===== config.mk =====
export PLATFORM = sky130hd
export DESIGN_NAME = io_intr_ctrl
export DESIGN_NICKNAME = d
export VERILOG_FILES = /design/src/rtl/bc_pkg.sv /design/src/rtl/io_flag_port.sv /design/src/rtl/io_intr_ctrl.sv
export SDC_FILE = /design/constraint.sdc
export NUM_CORES = 1
export LEC_CHECK = 0
export ABC_CLOCK_PERIOD_IN_PS = 1600
export CORE_ASPECT_RATIO = 1.5
export CORE_MARGIN = 5
export CORE_UTILIZATION = 35
export DETAILED_ROUTE_END_ITERATION = 8
export DONT_BUFFER_PORTS = 1
export GPL_ROUTABILITY_DRIVEN = 0
export PLACE_DENSITY = 0.57
export SKIP_LAST_GASP = 1
export SLEW_MARGIN = 20
export SYNTH_ARGS = -nofsm -noshare
export SYNTH_HDL_FRONTEND = slang
export SYNTH_SLANG_ARGS = --single-unit

===== constraint.sdc =====
create_clock -name clk -period 1.6 [get_ports clk]
set_input_delay 0.16 -clock clk [delete_from_list [all_inputs] [get_ports clk]]
set_output_delay 0.16 -clock clk [all_outputs]
set_load 0.02 [all_outputs]

===== src/rtl/bc_pkg.sv =====
// Shared definitions for the basic-computer I/O and interrupt controller.
package bc_pkg;

  localparam int IO_WIDTH_DEF = 8;

  // Bit positions within io_op (IR[11:6]); higher index wins when several are set.
  localparam int OP_INP = 5;
  localparam int OP_OUT = 4;
  localparam int OP_SKI = 3;
  localparam int OP_SKO = 2;
  localparam int OP_ION = 1;
  localparam int OP_IOF = 0;

  typedef enum logic [1:0] {IDLE, RT0, RT1, RT2} intr_state_t;

  typedef enum logic [2:0] {
    IO_NONE, IO_INP, IO_OUT, IO_SKI, IO_SKO, IO_ION, IO_IOF
  } io_cmd_t;

  // Reduce the io_op field to the single command it selects.
  function automatic io_cmd_t decode_op(input logic [5:0] op);
    io_cmd_t c;
    c = IO_NONE;
    if      (op[OP_INP]) c = IO_INP;
    else if (op[OP_OUT]) c = IO_OUT;
    else if (op[OP_SKI]) c = IO_SKI;
    else if (op[OP_SKO]) c = IO_SKO;
    else if (op[OP_ION]) c = IO_ION;
    else if (op[OP_IOF]) c = IO_IOF;
    return c;
  endfunction

endpackage


===== src/rtl/io_flag_port.sv =====
// Data register plus status flag; used for both the keyboard (INPR/FGI)
// and the printer (OUTR/FGO) sides.
module io_flag_port #(
  parameter int   W        = 8,
  parameter logic FLAG_RST = 1'b0
) (
  input  logic         clk,
  input  logic         rst,
  input  logic         ld,
  input  logic [W-1:0] ld_data,
  input  logic         set,
  input  logic         clr,
  output logic [W-1:0] data,
  output logic         flag
);

  logic [W-1:0] data_q, data_d;
  logic         flag_q, flag_d;

  // Next state: set beats clear so a simultaneous event is never lost.
  always_comb begin
    data_d = ld ? ld_data : data_q;
    flag_d = flag_q;
    if (set)      flag_d = 1'b1;
    else if (clr) flag_d = 1'b0;
  end

  // Register update with synchronous reset.
  always_ff @(posedge clk) begin
    if (rst) begin
      data_q <= '0;
      flag_q <= FLAG_RST;
    end else begin
      data_q <= data_d;
      flag_q <= flag_d;
    end
  end

  assign data = data_q;
  assign flag = flag_q;

endmodule


===== src/rtl/io_intr_ctrl.sv =====
// I/O instruction execution and interrupt-cycle sequencer for the
// 16-bit basic computer. Owns INPR, OUTR, FGI, FGO, IEN and R.
module io_intr_ctrl
  import bc_pkg::*;
#(
  parameter int          IO_WIDTH = IO_WIDTH_DEF,
  parameter logic [11:0] VEC_ADDR = 12'h000
) (
  input  logic                clk,
  input  logic                rst,
  input  logic                io_exec,
  input  logic [5:0]          io_op,
  input  logic                instr_end,
  input  logic [IO_WIDTH-1:0] ac_lo,
  input  logic                kbd_valid,
  input  logic [IO_WIDTH-1:0] kbd_data,
  output logic                kbd_ready,
  output logic                prn_valid,
  output logic [IO_WIDTH-1:0] prn_data,
  input  logic                prn_ready,
  output logic [IO_WIDTH-1:0] inpr,
  output logic                ac_ld_inpr,
  output logic                pc_skip,
  output logic                intr_active,
  output logic                ar_ld_vec,
  output logic                tr_ld_pc,
  output logic                mem_wr_tr,
  output logic                pc_ld_vec,
  output logic                pc_inr,
  output logic                sc_clr,
  output logic                ien
);

  // VEC_ADDR is applied by the datapath when ar_ld_vec/pc_ld_vec fire;
  // this block only sequences the strobes.

  intr_state_t state_q, state_d;
  logic        ien_q, ien_d;
  logic        r_q, r_d;
  logic        fgi, fgo;
  io_cmd_t     cmd;
  logic        kbd_fire, prn_fire;

  assign kbd_ready = ~fgi;
  assign prn_valid = ~fgo;
  assign kbd_fire  = kbd_valid & ~fgi;
  assign prn_fire  = prn_ready & ~fgo;

  // I/O instructions are only honoured outside the interrupt cycle and never on a reset cycle.
  always_comb begin
    cmd = IO_NONE;
    if (io_exec && state_q == IDLE && !rst) cmd = decode_op(io_op);
  end

  // Keyboard side: a new character wins over a same-cycle INP clear.
  io_flag_port #(.W(IO_WIDTH), .FLAG_RST(1'b0)) u_kbd (
    .clk     (clk),
    .rst     (rst),
    .ld      (kbd_fire),
    .ld_data (kbd_data),
    .set     (kbd_fire),
    .clr     (cmd == IO_INP),
    .data    (inpr),
    .flag    (fgi)
  );

  // Printer side: OUT wins over a same-cycle printer accept so the new byte is not dropped.
  io_flag_port #(.W(IO_WIDTH), .FLAG_RST(1'b1)) u_prn (
    .clk     (clk),
    .rst     (rst),
    .ld      (cmd == IO_OUT),
    .ld_data (ac_lo),
    .set     (prn_fire & (cmd != IO_OUT)),
    .clr     (cmd == IO_OUT),
    .data    (prn_data),
    .flag    (fgo)
  );

  // Same-cycle decode strobes.
  always_comb begin
    ac_ld_inpr = (cmd == IO_INP);
    pc_skip    = ((cmd == IO_SKI) & fgi) | ((cmd == IO_SKO) & fgo);
  end

  // IEN next value; the interrupt cycle always leaves interrupts disabled.
  always_comb begin
    ien_d = ien_q;
    if (cmd == IO_ION) ien_d = 1'b1;
    if (cmd == IO_IOF) ien_d = 1'b0;
    if (state_q == RT2) ien_d = 1'b0;
  end

  // Interrupt FSM next state and datapath strobes; entry uses the registered IEN.
  always_comb begin
    state_d   = state_q;
    r_d       = r_q;
    ar_ld_vec = 1'b0;
    tr_ld_pc  = 1'b0;
    mem_wr_tr = 1'b0;
    pc_ld_vec = 1'b0;
    pc_inr    = 1'b0;
    sc_clr    = 1'b0;
    unique case (state_q)
      IDLE: begin
        if (instr_end && ien_q && (fgi || fgo)) begin
          state_d = RT0;
          r_d     = 1'b1;
        end
      end
      RT0: begin
        ar_ld_vec = !rst;
        tr_ld_pc  = !rst;
        state_d   = RT1;
      end
      RT1: begin
        mem_wr_tr = !rst;
        pc_ld_vec = !rst;
        state_d   = RT2;
      end
      RT2: begin
        pc_inr  = !rst;
        sc_clr  = !rst;
        r_d     = 1'b0;
        state_d = IDLE;
      end
      default: state_d = IDLE;
    endcase
  end

  // Control state registers.
  always_ff @(posedge clk) begin
    if (rst) begin
      state_q <= IDLE;
      ien_q   <= 1'b0;
      r_q     <= 1'b0;
    end else begin
      state_q <= state_d;
      ien_q   <= ien_d;
      r_q     <= r_d;
    end
  end

  assign intr_active = r_q;
  assign ien         = ien_q;

endmodule


Yosys cells after proc, flatten, opt, wreduce, memory -nomap -nowiden
Cells that the tools add are included.

Register bits after elaboration: 22. Bits of input ports: 28. Output and inout bits: 28. Logic and storage cells: 54.

Equality and inequality tests: 11. Multiplexer cells: 16. Bitwise operators: 8. Reductions and logical operators: 12.

Operator list (count): $mux 3 (7); $eq 3x3->1 const B (3); $pmux 2 s4 (1); $eq 3x2->1 const B (2); $mux 1 (6); $and 1x1->1 (5); $eq 2x2->1 const B (2); $logic_and 1x1->1 (4); $reduce_bool 2->1 (2); $eq 3x1->1 const B (1); $ne 3x2->1 const B (1); $reduce_or 3->1 (1); $eq 2x1->1 const B (1); $logic_not 2->1 (1); $mux 2 (1); $ne 2x1->1 const B (1); $not 1->1 (2); $pmux 1 s2 (1); $reduce_and 2->1 (1); $reduce_or 2->1 (1); $logic_not 1->1 (1); $logic_or 1x1->1 (1); $or 1x1->1 (1).

Logic depth before layout (Yosys ltp)
Word-level depth: 10. Mapped depth: 7.

Cells and area by module
Synthesis repeated with hierarchy kept, for this count alone.

Cell total of the unflattened synthesis: 105. Area total of the unflattened synthesis: 1018.5 um2.

Modules (own cells, without submodules): io_intr_ctrl (times used 1, cells each 45, area each 377.9 um2); io_flag_port at u_kbd (times used 1, cells each 30, area each 321.6 um2); io_flag_port at u_prn (times used 1, cells each 30, area each 319.1 um2).

Least setup slack after synthesis
Ideal clock, no wire load.

Kind: register -> output. From: register state_q[0]. To: output port pc_skip. Arrival time: 1.428 ns. Slack: 0.012 ns. Cell stages (with the launch flop): 7. Buffers on the path: 2. Cells stage by stage: dfxtp_1 -> inv_1 -> ha_1 -> clkbuf_2 -> nand4bb_1 -> clkbuf_1 -> nor3_1.

Cells in the longest elaborated chain, start to end: 7. Elaborated cells between the ends (all ways): 9. Classes of those cells: 2 x eq/ne; 1 x mux; 3 x bitwise; 3 x reduce/logical.

Ends and longest elaborated chain: start: declaration (RTL line io_intr_ctrl.sv:37) `intr_state_t state_q, state_d;`; start signal: assignment (RTL line io_intr_ctrl.sv:137) `state_q <= state_d;`; $logic_not 2->1 * (RTL line io_intr_ctrl.sv:52) `if (io_exec && state_q == IDLE && !rst) cmd = decode_op(io_op);`; $logic_and 1x1->1 * (2 in series) (RTL line io_intr_ctrl.sv:52); $mux 3 * (RTL line io_intr_ctrl.sv:52); $eq 3x2->1 or $eq 3x3->1 (tied branches) (RTL line io_intr_ctrl.sv:82) `pc_skip = ((cmd == IO_SKI) & fgi) | ((cmd == IO_SKO) & fgo);`; $and 1x1->1 (RTL line io_intr_ctrl.sv:82); $or 1x1->1 * (RTL line io_intr_ctrl.sv:82); end: declaration (RTL line io_intr_ctrl.sv:23) `output logic pc_skip,`.

Every way passes the cells marked *; elsewhere a longest branch is shown, timed or not.

Worst setup path in the final report
From: register state_q[1]. To: output port pc_skip.

Same word-level chain as after synthesis.

==> impl_metrics.tcl <==
set metrics [dict create \
    status "complete, no violations" \
    final_common_cell "dfxtp_1" \
    cp-start-kind "flip-flop" \
    insertion_delay_ps 260 \
    start_util 0.362 \
    hold_viol_final 0 \
    syn_area_sq_um 1040 \
    grt_pass1_wl_um 4060 \
    post_cts_buffers 0 \
    cts_tree "done" \
    min-delay-start "kbd_data[4]" \
    grt_pass1_vias 852 \
    route.met2.wl_um 1340 \
    hp-class "in -> reg" \
    diodes 0 \
    min_to "u_kbd.data[4]" \
    port_buffers 0 \
    cellPowerDensity_nw_per_um2 1120 \
    final_max_slew_viol_count 0 \
    r2r-start "state_q[1]" \
    fin_worst_skew_ps 2.20 \
    cts.path.max_buffers 2 \
    worstSetupEndpointType "primary output" \
    final-setup-viol-count 0 \
    ioPinCount 56 \
    cp.required_ps 1440 \
    die_w_um 54.6 \
    path_max_fanout 9 \
    grt_start_max_net_pins 22 \
    dieArea_sq_um 4200 \
    worstPathArrival_ps 1290 \
    relSlewSlack 0.489 \
    yosysWarnings 0 \
    sw_frac_of_total 0.316 \
    rsz0062_at_grt "no" \
    worstRegToRegCells 5 \
    ys_ff_latch 22 \
    drive_above_1_share 0.154 \
    wl_um 2510 \
    numCtsBuffers 3 \
    worstSetupPathType "reg -> out" \
    place_inst 158 \
    layout_common_cells "22 x dfxtp_1, 19 x a21oi_1, 16 x nand2_1" \
    grt_overflow 0 \
    dp_hpwl_um 1970 \
    ff2ff_setup_slack_ps 180 \
    clkTransAtPathRegs_ps 80 \
    seq_power_share 0.503 \
    top_layer "met4" \
    root_buffer "clkbuf_8" \
    netlist_instances 124 \
    drv_cap 0 \
    rows 24 \
    ant_nets 0 \
    syn2layout_area_growth_pct 10.9 \
    fillers 325 \
    fin_crit_ps 1450 \
    p_switching_mw 0.409 \
    via_per_inst 5.35 \
    postSynthAreaPerCell_sq_um 8.43 \
    fin_tns_setup_ps 0 \
    route.detailed.drc 0 \
    critPathLaunch "state_q[1]" \
    seq_area_frac_synth 0.422 \
    pre_cts_ws_ps 60.8 \
    dr.pass1.iters 4 \
    dr_total_vias 866 \
    r2r-end "ien" \
    yosysUniqueCellTypes 29 \
    initialDrtViolationCount 12 \
    wl_met3_um 351 \
    clock-sinks 22 \
    min_period_over_period 0.909 \
    grt_use_total 0.129 \
    worstMarginPinSlew_ps 764 \
    fin_cells 162 \
    clockPowerShare 0.260 \
    max_freq_ghz 0.688 \
    die_y_um 76.9 \
    setup_slack_ps 146 \
    pwr-share-comb 0.236 \
    antenna_found_initial 0 \
    htree_levels 1 \
    wl_met1_um 800 \
    max-vdd-ir-drop_mv 0.462 \
    wire_per_inst_um 15.5 \
    internal-power_mw 0.884 \
    p_leak_nw 0.425 \
    holdWs_ps 33.3 \
    syn_nets 157 \
    nets 158 \
    core_area_sq_um 2880 \
    hold_path_depth 2 \
]
[per-layer routing]
layer / vias to the layer above / GRT usage
li1: 421 / -
met1: 412 / 0.133
met2: 31 / 0.210
met3: 2 / 0.0659
met4: 0 / 0.0524
met5: - / 0
[synthesized netlist by cell type]
| master | instances | area [sq um] |
|---|---|---|
| a31o_2 | 1 | 8.76 |
| or3b_1 | 1 | 8.76 |
| buf_4 | 3 | 22.5 |
| dfxtp_1 | 22 | 440 |
| a41o_1 | 1 | 10.0 |
| and4bb_1 | 1 | 12.5 |
| nor2b_1 | 4 | 25.0 |
| a311oi_1 | 1 | 8.76 |
| a211oi_2 | 1 | 12.5 |
| clkbuf_2 | 1 | 5.00 |
| nor4bb_1 | 1 | 10.0 |
| ha_1 | 5 | 62.6 |
| o21ai_0 | 8 | 40.0 |
| clkbuf_1 | 6 | 22.5 |
| buf_6 | 2 | 22.5 |
| a31oi_1 | 1 | 6.26 |
| a21oi_1 | 19 | 95.1 |
| and4_1 | 1 | 8.76 |
| nor2_1 | 2 | 7.51 |
| nand3_1 | 9 | 45.0 |
| nor3_1 | 2 | 10.0 |
| nand3_2 | 1 | 10.0 |
| o211ai_2 | 1 | 12.5 |
| or2_1 | 1 | 6.26 |
| nand4bb_1 | 1 | 11.3 |
| nand2b_1 | 3 | 18.8 |
| inv_1 | 7 | 26.3 |
| a211oi_1 | 2 | 15.0 |
| nand2_1 | 16 | 60.1 |
[power by group through the flow]
stage / registers [mW] / logic, mW / clock network (mW)
after detailed placement: 0.663 / 0.248 / 0
after global routing: 0.656 / 0.343 / 0.379
after floorplan: 0.653 / 0.229 / 0
after global placement: 0.660 / 0.241 / 0
after CTS: 0.649 / 0.291 / 0.355
final: 0.651 / 0.306 / 0.337
[area by class of cell]
class / count / area [sq um] / area share
Tap cell: 39 / 48.8 / 0.0421
Clock buffer: 3 / 41.3 / 0.0356
Multi-Input combinational cell: 83 / 539 / 0.465
Sequential cell: 22 / 440 / 0.380
Timing Repair Buffer: 8 / 62.6 / 0.0540
Inverter: 7 / 26.3 / 0.0227
[how the worst max path moves through the flow]
stage,end,cells past startpoint
after floorplan,pc_skip,6
after global placement,u_prn.data[5],6
after detailed placement,ien,5
after CTS,pc_skip,5
after global routing,pc_skip,5
final,pc_skip,5
[critical path, stage by stage, from the launching register on]
cell       delay (ps)
dfxtp_1           360
inv_2             100
ha_4              190
nand4bb_4         120
nor3_2            110
buf_4             160
[registers in the layout, indices dropped and copies added (netlist names)]
register     count
state_q          2
u_prn.flag       1
u_prn.data       8
u_kbd.flag       1
u_kbd.data       8
ien              1
intr_active      1
[through the flow]
step                      utilization  power [mW]  area [sq um]
final                           0.402        1.29          1160
after global routing            0.402        1.38          1160
after CTS                       0.395        1.29          1140
after detailed placement        0.372       0.911          1070
after global placement          0.372       0.901          1070
after floorplan                     -       0.882          1040
[repair_timing]
action,4_1_cts,5_1_grt
hold buffers,1,0
hold endpoints to repair,21,0
resized for setup,2,4
cloned,0,0
setup endpoints to repair,1,1
[kinds of logic (layout without fill, tap and decap cells)]
family | count (synthesis) | after routing | synth area share
compound gates | 35 | 35 | 0.200
fa+ha+maj | 5 | 5 | 0.0599
buf+inv | 19 | 18 | 0.0946
flops | 22 | 22 | 0.422
simple gates | 43 | 43 | 0.224
Power figures use the tool's default switching activity.
